### src/rtl/counter_b4_pkg.sv
// -----------------------------------------------------------------------------
// counter_b4_pkg
// Shared definitions for the counter_b4 job arbiter:
//   - counter_b4 mode encodings (what the shared counter does when enabled)
//   - arbiter FSM state encoding
//   - saturation limit for the optional wrap counter
// No ports; imported by counter_b4_rr_pick and counter_b4_arbiter.
// -----------------------------------------------------------------------------
package counter_b4_pkg;

    // counter_b4 mode field
    localparam logic [1:0] MODE_ADD3 = 2'b00;  // Q <= Q + 3
    localparam logic [1:0] MODE_DEC  = 2'b01;  // Q <= Q - 1
    localparam logic [1:0] MODE_INC  = 2'b10;  // Q <= Q + 1
    localparam logic [1:0] MODE_LOAD = 2'b11;  // Q <= D

    // Arbiter job sequencing
    typedef enum logic [1:0] {
        IDLE  = 2'b00,  // waiting for a request
        RUN   = 2'b01,  // counter enabled for the job length
        DRAIN = 2'b10,  // counter settled, capture Q
        DONE  = 2'b11   // completion pulse
    } state_e;

    // Largest value the 4-bit wrap counter holds before saturating
    localparam logic [3:0] WRAP_MAX = 4'hF;

endpackage : counter_b4_pkg

### src/rtl/counter_b4_rr_pick.sv
// -----------------------------------------------------------------------------
// counter_b4_rr_pick
// Pure combinational 2-way round-robin winner selection.
//   valid[1:0]  in   request valid per requester
//   last_grant  in   requester granted most recently
//   winner      out  selected requester (only meaningful when any_valid)
//   any_valid   out  at least one requester is valid
// A sole valid requester always wins; on a tie the requester that was not
// granted last time wins.
// -----------------------------------------------------------------------------
module counter_b4_rr_pick (
    input  logic [1:0] valid,
    input  logic       last_grant,
    output logic       winner,
    output logic       any_valid
);

    always_comb begin
        // NOTE: every always_comb output gets a default before the case so
        // no path leaves it unassigned, which would otherwise infer a latch.
        winner = 1'b0;
        case (valid)
            2'b10:   winner = 1'b1;
            2'b11:   winner = ~last_grant;
            default: winner = 1'b0;
        endcase
    end

    assign any_valid = |valid;

endmodule : counter_b4_rr_pick

### src/rtl/counter_b4_arbiter.sv
// -----------------------------------------------------------------------------
// counter_b4_arbiter
// Shares one 4-bit mode counter (counter_b4) between two requesters. Each
// request is a job {mode, d, len}; jobs are granted round-robin, the counter
// is enabled for the job length, and the settled counter value is returned
// with a one-cycle completion pulse.
//
// Ports (clock b4_clk rising edge, synchronous active-high reset b4_reset):
//   reqN_valid/mode/d/len  in   job request from requester N (N = 0, 1)
//   reqN_ready             out  job accepted on valid & ready (IDLE only)
//   ctr_enable/mode/D      out  drive the shared counter
//   ctr_Q, ctr_rco         in   counter value (1-cycle latency) and carry out
//   busy                   out  arbiter is not IDLE
//   done_valid/id/q        out  completion pulse, owner, captured counter value
//   done_wraps             out  (only with CTR_ARB_WRAP_CNT_EN) saturating
//                               count of RUN cycles that saw ctr_rco
//
// Build option: define CTR_ARB_WRAP_CNT_EN to add done_wraps.
//
// Job timeline for an accept in cycle T with effective length L:
//   T+1..T+L RUN (counter enabled), T+L+1 DRAIN (capture Q),
//   T+L+2 DONE (pulse), next accept possible at T+L+3.
// -----------------------------------------------------------------------------
module counter_b4_arbiter
    import counter_b4_pkg::*;
#(
    parameter int LEN_W = 4
) (
    input  logic             b4_clk,
    input  logic             b4_reset,

    input  logic             req0_valid,
    input  logic [1:0]       req0_mode,
    input  logic [3:0]       req0_d,
    input  logic [LEN_W-1:0] req0_len,
    output logic             req0_ready,

    input  logic             req1_valid,
    input  logic [1:0]       req1_mode,
    input  logic [3:0]       req1_d,
    input  logic [LEN_W-1:0] req1_len,
    output logic             req1_ready,

    output logic             ctr_enable,
    output logic [1:0]       ctr_mode,
    output logic [3:0]       ctr_D,
    input  logic [3:0]       ctr_Q,
    input  logic             ctr_rco,

    output logic             busy,
    output logic             done_valid,
    output logic             done_id,
    output logic [3:0]       done_q
`ifdef CTR_ARB_WRAP_CNT_EN
   ,output logic [3:0]       done_wraps
`endif
);

    // ------------------------------------------------------------------
    // State
    // ------------------------------------------------------------------
    state_e           state_q,      state_d;
    logic             last_grant_q, last_grant_d;
    logic             id_q,         id_d;
    logic [1:0]       mode_q,       mode_d;
    logic [3:0]       d_q,          d_d;
    logic [LEN_W-1:0] run_cnt_q,    run_cnt_d;
    logic [3:0]       q_snap_q,     q_snap_d;

    // ------------------------------------------------------------------
    // Arbitration
    // ------------------------------------------------------------------
    logic             winner;
    logic             any_valid;
    logic             idle;
    logic             accept;

    counter_b4_rr_pick u_rr_pick (
        .valid      ({req1_valid, req0_valid}),
        .last_grant (last_grant_q),
        .winner     (winner),
        .any_valid  (any_valid)
    );

    assign idle       = (state_q == IDLE);
    assign accept     = idle && any_valid;
    assign req0_ready = accept && !winner;
    assign req1_ready = accept &&  winner;

    // Fields of the winning request, used only on the accept cycle
    logic [1:0]       sel_mode;
    logic [3:0]       sel_d;
    logic [LEN_W-1:0] sel_len;

    assign sel_mode = winner ? req1_mode : req0_mode;
    assign sel_d    = winner ? req1_d    : req0_d;
    assign sel_len  = winner ? req1_len  : req0_len;

    // ------------------------------------------------------------------
    // Next-state logic
    // ------------------------------------------------------------------
    always_comb begin
        state_d      = state_q;
        last_grant_d = last_grant_q;
        id_d         = id_q;
        mode_d       = mode_q;
        d_d          = d_q;
        run_cnt_d    = run_cnt_q;
        q_snap_d     = q_snap_q;

        case (state_q)
            IDLE: begin
                if (any_valid) begin
                    state_d      = RUN;
                    last_grant_d = winner;
                    id_d         = winner;
                    mode_d       = sel_mode;
                    d_d          = sel_d;
                    // A load only needs one enabled cycle; len 0 runs as 1
                    if (sel_mode == MODE_LOAD || sel_len == '0) begin
                        run_cnt_d = LEN_W'(1);
                    end else begin
                        run_cnt_d = sel_len;
                    end
                end
            end
            RUN: begin
                run_cnt_d = run_cnt_q - LEN_W'(1);
                if (run_cnt_q == LEN_W'(1)) begin
                    state_d = DRAIN;
                end
            end
            DRAIN: begin
                // ctr_Q now reflects the last enabled cycle
                q_snap_d = ctr_Q;
                state_d  = DONE;
            end
            DONE: begin
                state_d = IDLE;
            end
            default: begin
                state_d = IDLE;
            end
        endcase
    end

    // ------------------------------------------------------------------
    // Registers
    // ------------------------------------------------------------------
    always_ff @(posedge b4_clk) begin
        // NOTE: state registers use non-blocking assignments so every flop
        // samples pre-edge values, independent of statement order.
        if (b4_reset) begin
            state_q      <= IDLE;
            last_grant_q <= 1'b1;  // requester 0 wins the first tie
            id_q         <= 1'b0;
            mode_q       <= MODE_ADD3;
            d_q          <= '0;
            run_cnt_q    <= '0;
            q_snap_q     <= '0;
        end else begin
            state_q      <= state_d;
            last_grant_q <= last_grant_d;
            id_q         <= id_d;
            mode_q       <= mode_d;
            d_q          <= d_d;
            run_cnt_q    <= run_cnt_d;
            q_snap_q     <= q_snap_d;
        end
    end

    // ------------------------------------------------------------------
    // Outputs: mode/D hold the last job's values when not running
    // ------------------------------------------------------------------
    assign ctr_enable = (state_q == RUN);
    assign ctr_mode   = mode_q;
    assign ctr_D      = d_q;
    assign busy       = !idle;
    assign done_valid = (state_q == DONE);
    assign done_id    = id_q;
    assign done_q     = q_snap_q;

`ifdef CTR_ARB_WRAP_CNT_EN
    // ------------------------------------------------------------------
    // Wrap counter: RUN cycles with ctr_rco, saturating, per job
    // ------------------------------------------------------------------
    logic [3:0] wraps_q, wraps_d;

    always_comb begin
        wraps_d = wraps_q;
        if (accept) begin
            wraps_d = '0;
        end else if (state_q == RUN && ctr_rco && wraps_q != WRAP_MAX) begin
            wraps_d = wraps_q + 4'd1;
        end
    end

    always_ff @(posedge b4_clk) begin
        if (b4_reset) begin
            wraps_q <= '0;
        end else begin
            wraps_q <= wraps_d;
        end
    end

    assign done_wraps = wraps_q;
`else
    // Carry out only feeds the optional wrap counter
    logic unused_rco;
    assign unused_rco = ctr_rco;
`endif

endmodule : counter_b4_arbiter
### config.mk
export PLATFORM = sky130hd
export DESIGN_NAME = counter_b4_arbiter
export DESIGN_NICKNAME = d
export VERILOG_FILES = /design/src/rtl/counter_b4_pkg.sv /design/src/rtl/counter_b4_rr_pick.sv /design/src/rtl/counter_b4_arbiter.sv
export SDC_FILE = /design/constraint.sdc
export NUM_CORES = 1
export LEC_CHECK = 0
export CORE_MARGIN = 2
export CORE_UTILIZATION = 37
export CTS_CLUSTER_DIAMETER = 60
export DETAILED_ROUTE_END_ITERATION = 12
export PLACE_DENSITY = 0.75
export SYNTH_ARGS = -nofsm -noshare
export SYNTH_HDL_FRONTEND = slang
export SYNTH_SLANG_ARGS = --single-unit
### constraint.sdc
create_clock -name b4_clk -period 1.7 [get_ports b4_clk]
set_clock_uncertainty 0.1 [all_clocks]
set_input_delay 0.255 -clock b4_clk [delete_from_list [all_inputs] [get_ports b4_clk]]
set_output_delay 0.255 -clock b4_clk [all_outputs]
set_load 0.03 [all_outputs]
==> results of run 1 <==
==> power by group through the flow <==
| stage | combinational [mW] | sequential, mW | clock [mW] |
|---|---|---|---|
| CTS | 1.44 | 0.652 | 0.277 |
| finish | 1.56 | 0.654 | 0.262 |
| detailed placement | 1.39 | 0.654 | 0 |
| global route | 1.69 | 0.668 | 0.289 |
| global placement | 1.34 | 0.648 | 0 |
| floorplan | 0.682 | 0.789 | 0 |
==> registers in the layout, indices dropped and copies added, names as in the netlist <==
signal,count
run_cnt_q,4
state_q,2
done_id,1
last_grant_q,1
ctr_D,4
done_q,4
ctr_mode,2
==> per-layer routing <==
metal  share of wire  global-route usage  routed length [um]  vias to the layer above
li1                -                   -                   -                      550
met2            0.53              0.3378                1554                       29
met3           0.050             0.05760                 148                        4
met5               0                   0                   0                        -
met4          0.0092             0.04762                  27                        0
met1            0.41              0.2053                1209                      510
==> timing repair <==
item | 4_1_cts | 5_1_grt
cloned | 0 | 0
pin swaps | 1 | 2
setup endpoints to repair | 3 | 19
gates resized for setup | 11 | 19
setup buffers | 3 | 4
hold endpoints to repair | 0 | 0
==> per-stage QoR <==
step | setup WS [ns] | setup TNS, ns | utilization
global placement | -0.1738 | -1.330 | 0.6303
detailed placement | -0.2487 | -2.111 | 0.6303
CTS | -0.002964 | -0.002964 | 0.6622
floorplan | 0.04684 | 0 | -
finish | 0.03905 | 0 | 0.6962
global route | -0.03890 | -0.1154 | 0.6962
==> layout make-up <==
cell class              count  share of cell area
multi-input cells          85              0.3757
clock buffers               4             0.02048
well taps                  30             0.02119
inverters                   6             0.01271
flip-flops and latches     18              0.2055
repair buffers             68              0.3644
==> worst paths after layout <==
kind,start,to,slack [ns],depth (start not counted)
max,state_q[0],req1_ready,0.04,5
min,ctr_D[3],ctr_D[3],0.36,2
max reg2reg,state_q[0],run_cnt_q[3],0.05,7
min reg2reg,ctr_D[3],ctr_D[3],0.36,2
==> cells by family (layout without fill, tap and decap cells) <==
group | after synthesis | after routing
AO/OA/AOI/OAI | 31 | 31
flip-flops | 18 | 18
adder cells (fa/ha/maj) | 7 | 7
multiplexers | 8 | 8
buffers and inverters | 12 | 78
AND/OR/NAND/NOR | 39 | 39
==> critical path, stage by stage, from the launching register on <==
cell and delay [ns]:
dfxtp_2 0.34, inv_1 0.08, ha_4 0.19, buf_4 0.14, and2_4 0.13, buf_6 0.13
==> synth_stat cells (2+ instances only) <==
library cell,instances,area share
and2_1,3,0.018
a211o_1,2,0.017
a21boi_0,2,0.015
o21ai_1,2,0.0099
a21oi_1,8,0.039
ha_1,7,0.086
nand3b_1,2,0.015
dfxtp_1,18,0.36
inv_1,6,0.022
a22oi_1,4,0.030
mux2i_1,8,0.079
or3b_1,2,0.017
nor2_1,13,0.048
a211oi_1,3,0.022
nand3_1,2,0.0099
clkbuf_1,4,0.015
nor3_1,3,0.015
nand2_1,8,0.030
==> placed cells by master (no fill, tap or decap), types with 2 or more instances in the layout <==
cell type,n
o21ai_2,2
nand3b_1,2
inv_1,6
dfxtp_1,15
dlygate4sd2_1,2
a21boi_0,2
nor3_1,3
clkbuf_4,3
and2_1,2
ha_4,2
ha_1,5
clkdlybuf4s50_1,26
a211o_1,2
nor2_1,12
nand2_1,8
dlymetal6s2s_1,10
buf_6,2
a21oi_2,2
a21oi_1,6
buf_4,26
a22oi_1,4
a211oi_1,3
mux2i_1,8
nand3_1,2
dfxtp_2,3
==> out/qor.yml, run 1 <==
timing:
  slew_viol_final: 0
  fin_hold_ws_ns: 0.3556
  max_freq_mhz: 602.1
  fin_crit_sh: 0.9770
  period_minus_slack_ns: 1.661
  final-hold-violation-count: 0
  worst_pin_slew_ns: 0.4635
  maxSlewHeadroom: 0.6900
  setup_viol: 0
power_and_ir_drop:
  intPower_mw: 1.462
  switchingPower_mw: 1.011
  power_density_mw_per_mm2: 1396
  ir_drop_mv: 1.067
  clock_power_share: 0.106
  power_frac_seq: 0.264
  combPwrFrac: 0.629
  power_mw: 2.473
  switching_share: 0.4087
  p_leak_nw: 0.8875
final_layout:
  fin_area_mm2: 0.001772
  finalNonFillerCells: 211
  nFillCells: 209
  area_growth_pct: 74.60
  nets: 218
  area.sequential_um2: 364.1
  n_antenna_cell: 0
  multi_input_area_um2: 665.6
  layout-drive-gt1-share: 0.2707
yosys:
  synthAdderAreaFrac: 0.08631
  synthDistinctLibCells: 36
  syn_nets: 151
  ys_ff_latch: 18
  syn_inst: 115
  ys_seq_area_frac: 0.3551
  synth_top_family_by_area: "compound AO/OA/AOI/OAI gates"
  netlist_area_mm2: 0.001015
  synth_compound_area_frac: 0.2281
  synthMuxAreaShare: 0.07891
  synth-simple-area-share: 0.2035
  ys_warn_count: 0
  async_reset_ff_frac: 0
  synth-xor-area-share: 0
  synth_edf_count: 0
  yosys_most_used_dff: "dfxtp_1"
  avgSynthCellArea_um2: 8.824
detailed_routing:
  drc: 0
  drt-initial-drc-count: 21
  final_antenna_net_count: 0
  wire_per_inst_um: 13.93
  vias: 1093
  drt_wl_total_um: 2939
  vias_per_cell: 5.180
  dr.pass1.iters: 4
die:
  num_io_pins: 45
  num_rows: 18
  die_h_um: 56.37
  core_mm2: 0.002545
  die_width_um: 56.37
  die_area_mm2: 0.003178
  start_util: 0.3987
cts:
  numCtsBuffers: 3
  cts_tree: "yes"
  clk_latency_ns: 0.29
  root_buffer: "clkbuf_4"
  clk_pin_slew_ns: 0.10
  clock-sinks: 18
  h-tree-depth: 1
  clock_path_buffers: 2
  cts_hold_buf: 0
critical_path:
  critPathRequiredTime_ns: 1.34
  worstSetupPathType: "flip-flop to primary output"
  start_kind: "flip-flop"
  setup.worst_path.end_class: "primary output"
  cp_max_fo: 4
  critPathArrivalTime_ns: 1.31
global_routing:
  grt_max_degree: 14
  grt_first_pass_wirelength_um: 4747
  grtUsageTotal: 0.1847
  overflow: 0
  grt_pass1_vias: 1110
  antenna_found_initial: 0
placed_design:
  port_buffers: 43
  place_hpwl_um: 2233
  placed_cells: 200
  placed_cell_area_mm2: 0.001604
  gp_congestion: 0.7472
run_status:
  outcome: "finished clean"
job:
  max_cap_viol_count: 0
min_path:
  hold_path.class: "flip-flop to flip-flop"
Power figures use the tool's default switching activity.
==> run 2, diff against run 1 <==
- SLEW_MARGIN: unset -> 20
==> results of run 2 <==
Final layout, timing and power as in run 1 (identical DEF).
==> run 3, diff against run 2 <==
--- a/config.mk
+++ b/config.mk
@@ -7,8 +7,10 @@
 export LEC_CHECK = 0
 export CORE_MARGIN = 2
-export CORE_UTILIZATION = 37
+export CORE_UTILIZATION = 54
 export CTS_CLUSTER_DIAMETER = 60
 export DETAILED_ROUTE_END_ITERATION = 12
-export PLACE_DENSITY = 0.75
+export DONT_BUFFER_PORTS = 1
+export HOLD_SLACK_MARGIN = 0.08
+export PLACE_DENSITY = 0.72
 export SLEW_MARGIN = 20
 export SYNTH_ARGS = -nofsm -noshare
--- a/constraint.sdc
+++ b/constraint.sdc
@@ -3,3 +3,3 @@
 set_input_delay 0.255 -clock b4_clk [delete_from_list [all_inputs] [get_ports b4_clk]]
 set_output_delay 0.255 -clock b4_clk [all_outputs]
-set_load 0.03 [all_outputs]
+set_load 0.005 [all_outputs]
==> run 3 against run 2 <==
Die area down 29%. Wire length is 19% lower. Sequential power grew 3.8%. Clock power about the same. Via count shrank 16%. Fmax down 0.46%. Global-route usage increased by 3.4 points. Sequential share of layout area is 8.2 points higher. First-iteration DRC count shrank 29%. Utilization up 2.9 points. Worst setup slack got worse by 0.0077 ns. Hold slack worse by 0.27 ns.
==> out/qor.yml, run 3 (synthesis results as in run 1) <==
run_status:
  outcome: "finished clean"  # unchanged
global_routing:
  use_met2: 0.3838  # was 0.3378
  overflow: 0  # unchanged
  antenna_found_initial: 0  # unchanged
  grt_pass1_vias: 899  # was 1110
  grtUsageTotal: 0.2191  # was 0.1847
  grt_first_pass_wirelength_um: 3470  # was 4747 um
  grt_max_degree: 21  # was 14
  grt_use_met3: 0.03846  # was 0.05760
  top_usage_layer: "met2"  # unchanged
  grt_util_met1: 0.2570  # was 0.2053
cts:
  numCtsBuffers: 3  # unchanged
  clock-sinks: 18  # unchanged
  h-tree-depth: 1  # unchanged
  cts_tree: "yes"  # unchanged
  clock_path_buffers: 2  # unchanged
  clk_latency_ns: 0.29  # about the same
  root_buffer: "clkbuf_4"  # unchanged
  clk_pin_slew_ns: 0.10  # about the same
critical_path:
  max_stage_delay_ns: 0.34  # about the same
  timing.rr.start: "run_cnt_q[1]"  # was state_q[0]
  crit_buf_inv: 3  # unchanged
  cp_slowest_cell: "dfxtp_2"  # unchanged
  critPathRequiredTime_ns: 1.34  # about the same
  setup.worst_path.end_class: "primary output"  # unchanged
  cp_num_cells: 6  # was 5
  path_cells: "inv_2 > ha_4 > buf_4 > o21ai_2 > nor2_2 > buf_4"  # was inv_1 > ha_4 > buf_4 > and2_4 > buf_6
  critPathArrivalTime_ns: 1.31  # about the same
  rr_worst_depth: 6  # was 7
  cp_common_cell: "buf_4"
  critPathTopFamily: "flip-flops"  # was buffers and inverters
  worstSetupPathType: "flip-flop to primary output"  # unchanged
  r2r-end: "state_q[1]"  # was run_cnt_q[3]
  start_kind: "flip-flop"  # unchanged
  cp_max_fo: 3  # was 4
  r2r_slack_ns: 0.08  # was 0.05 ns
placed_design:
  placed_cell_area_mm2: 0.001087  # was 0.001604 mm^2
  place_hpwl_um: 1714  # was 2233 um
  port_buffers: 0  # was 43
  gp_congestion: 0.7611  # was 0.7472
  pre_cts_slack_ns: -0.004124  # was -0.2487 ns
job:
  max_cap_viol_count: 0  # unchanged
die:
  num_io_pins: 45  # unchanged
  start_util: 0.5814  # was 0.3987
  die_h_um: 47.35  # was 56.37 um
  die_area_mm2: 0.002242  # was 0.003178 mm^2
  num_rows: 15  # was 18
  die_width_um: 47.35  # was 56.37 um
  core_mm2: 0.001745  # was 0.002545 mm^2
detailed_routing:
  vias_per_cell: 5.860  # was 5.180
  dr.pass1.iters: 4  # unchanged
  drt-initial-drc-count: 15  # was 21
  wire_per_inst_um: 15.25  # was 13.93 um
  final_antenna_net_count: 0  # unchanged
  drc: 0  # unchanged
  vias: 920  # was 1093
  drt_wl_total_um: 2394  # was 2939 um
final_layout:
  n_antenna_cell: 0  # unchanged
  fin_area_mm2: 0.001266  # was 0.001772 mm^2
  area_growth_pct: 24.78  # was 74.60%
  nets: 169  # was 218
  final_cell_mix: "15 x dfxtp_1, 12 x nor2_1, 10 x buf_4"  # was 26 x clkdlybuf4s50_1, 26 x buf_4, 15 x dfxtp_1
  final_common_cell: "dfxtp_1"
  layout-drive-gt1-share: 0.2273  # was 0.2707
min_path:
  hold_path.class: "input pin to flip-flop"  # was flip-flop to flip-flop
  hp-start: "req1_d[0]"  # was ctr_D[3]
  whs_path_depth: 2  # unchanged
  worstHoldEndpoint: "ctr_D[0]"  # was ctr_D[3]
timing:
  maxSlewHeadroom: 0.5389  # was 0.6900
  slew_viol_final: 0  # unchanged
  max_freq_mhz: 599.3  # was 602.1 MHz
  fin_crit_sh: 0.9816  # was 0.9770
  final-hold-violation-count: 0  # unchanged
  fin_ws_ns: 0.03135  # was 0.03905 ns
  worst_pin_slew_ns: 0.6894  # was 0.4635 ns
  grt_setup_unrepaired: "true"
  setup_viol: 0  # unchanged
  period_minus_slack_ns: 1.669  # was 1.661 ns
power_and_ir_drop:
  combPwrFrac: 0.507  # was 0.629
  p_leak_nw: 0.5074  # was 0.8875 nW
  switchingPower_mw: 0.7308  # was 1.011 mW
  clock_power_share: 0.137  # was 0.106
  switching_share: 0.3827  # was 0.4087
  power_density_mw_per_mm2: 1508  # was 1396 mW/mm^2
  power_frac_seq: 0.356  # was 0.264
  intPower_mw: 1.179  # was 1.462 mW
  ir_drop_mv: 0.9832  # was 1.067 mV
run 3: cell count changes in the layout (fill, tap and decap cells not counted), moves of 9 or more:
cell,before,now
dlymetal6s2s_1,10,0
clkdlybuf4s50_1,26,0
dlygate4sd3_1,0,9
buf_4,26,10
run 3: cell type report:
cell class                 count  area [um^2]
multi-input combinational     85        646.9
sequential                    18        364.1
tap                           25        31.28
inverter                       6        22.52
clock buffer                   4        36.28
timing repair buffer          19        165.2
fill                         124        479.2
run 3: what timing repair did:
item | 4_1_cts | 5_1_grt
resized for setup | 3 | 12
endpoints found under the setup margin | 5 | 7
hold buffers | 9 | 0
gates cloned | 0 | 0
pin swaps | 0 | 2
buffers inserted | 0 | 1
endpoints found under the hold margin | 18 | 0
run 3: worst max-delay path by stage:
stage	end	slack, ns	from
final	req0_ready	0.03	state_q[1]
after global routing	req0_ready	-0.03	state_q[1]
after CTS	req0_ready	-0.13	state_q[1]
after detailed placement	run_cnt_q[3]	-0.004	state_q[1]
after global placement	run_cnt_q[3]	0.06	state_q[1]
after floorplan	run_cnt_q[0]	0.06	state_q[0]
run 3: stage by stage:
| stage | power (mW) | util | cells | hold WS [ns] | setup TNS [ns] |
|---|---|---|---|---|---|
| 2_1_floorplan | 1.245 | - | 115 | 0.3023 | 0 |
| 3_3_place_gp | 1.469 | 0.6229 | 143 | 0.2269 | 0 |
| 3_5_place_dp | 1.513 | 0.6229 | 143 | 0.2299 | -0.004124 |
| 4_1_cts | 1.819 | 0.7032 | 156 | 0.08458 | -0.1530 |
| 5_1_grt | 2.053 | 0.7254 | 157 | 0.1008 | -0.03254 |
| 6_report | 1.910 | 0.7254 | 157 | 0.08284 | 0 |
run 3: power by group through the flow:
| stage | clock network [mW] | registers (mW) | logic, mW |
|---|---|---|---|
| CTS | 0.267 | 0.668 | 0.883 |
| detailed placement | 0 | 0.674 | 0.838 |
| global placement | 0 | 0.667 | 0.802 |
| floorplan | 0 | 0.662 | 0.583 |
| global route | 0.285 | 0.692 | 1.08 |
| finish | 0.262 | 0.679 | 0.969 |
run 3: layer usage:
| metal | wire length [um] | share of wire |
|---|---|---|
| met4 | 41 | 0.017 |
| met2 | 1166 | 0.49 |
| met3 | 149 | 0.062 |
| met5 | 0 | 0 |
| met1 | 1037 | 0.43 |
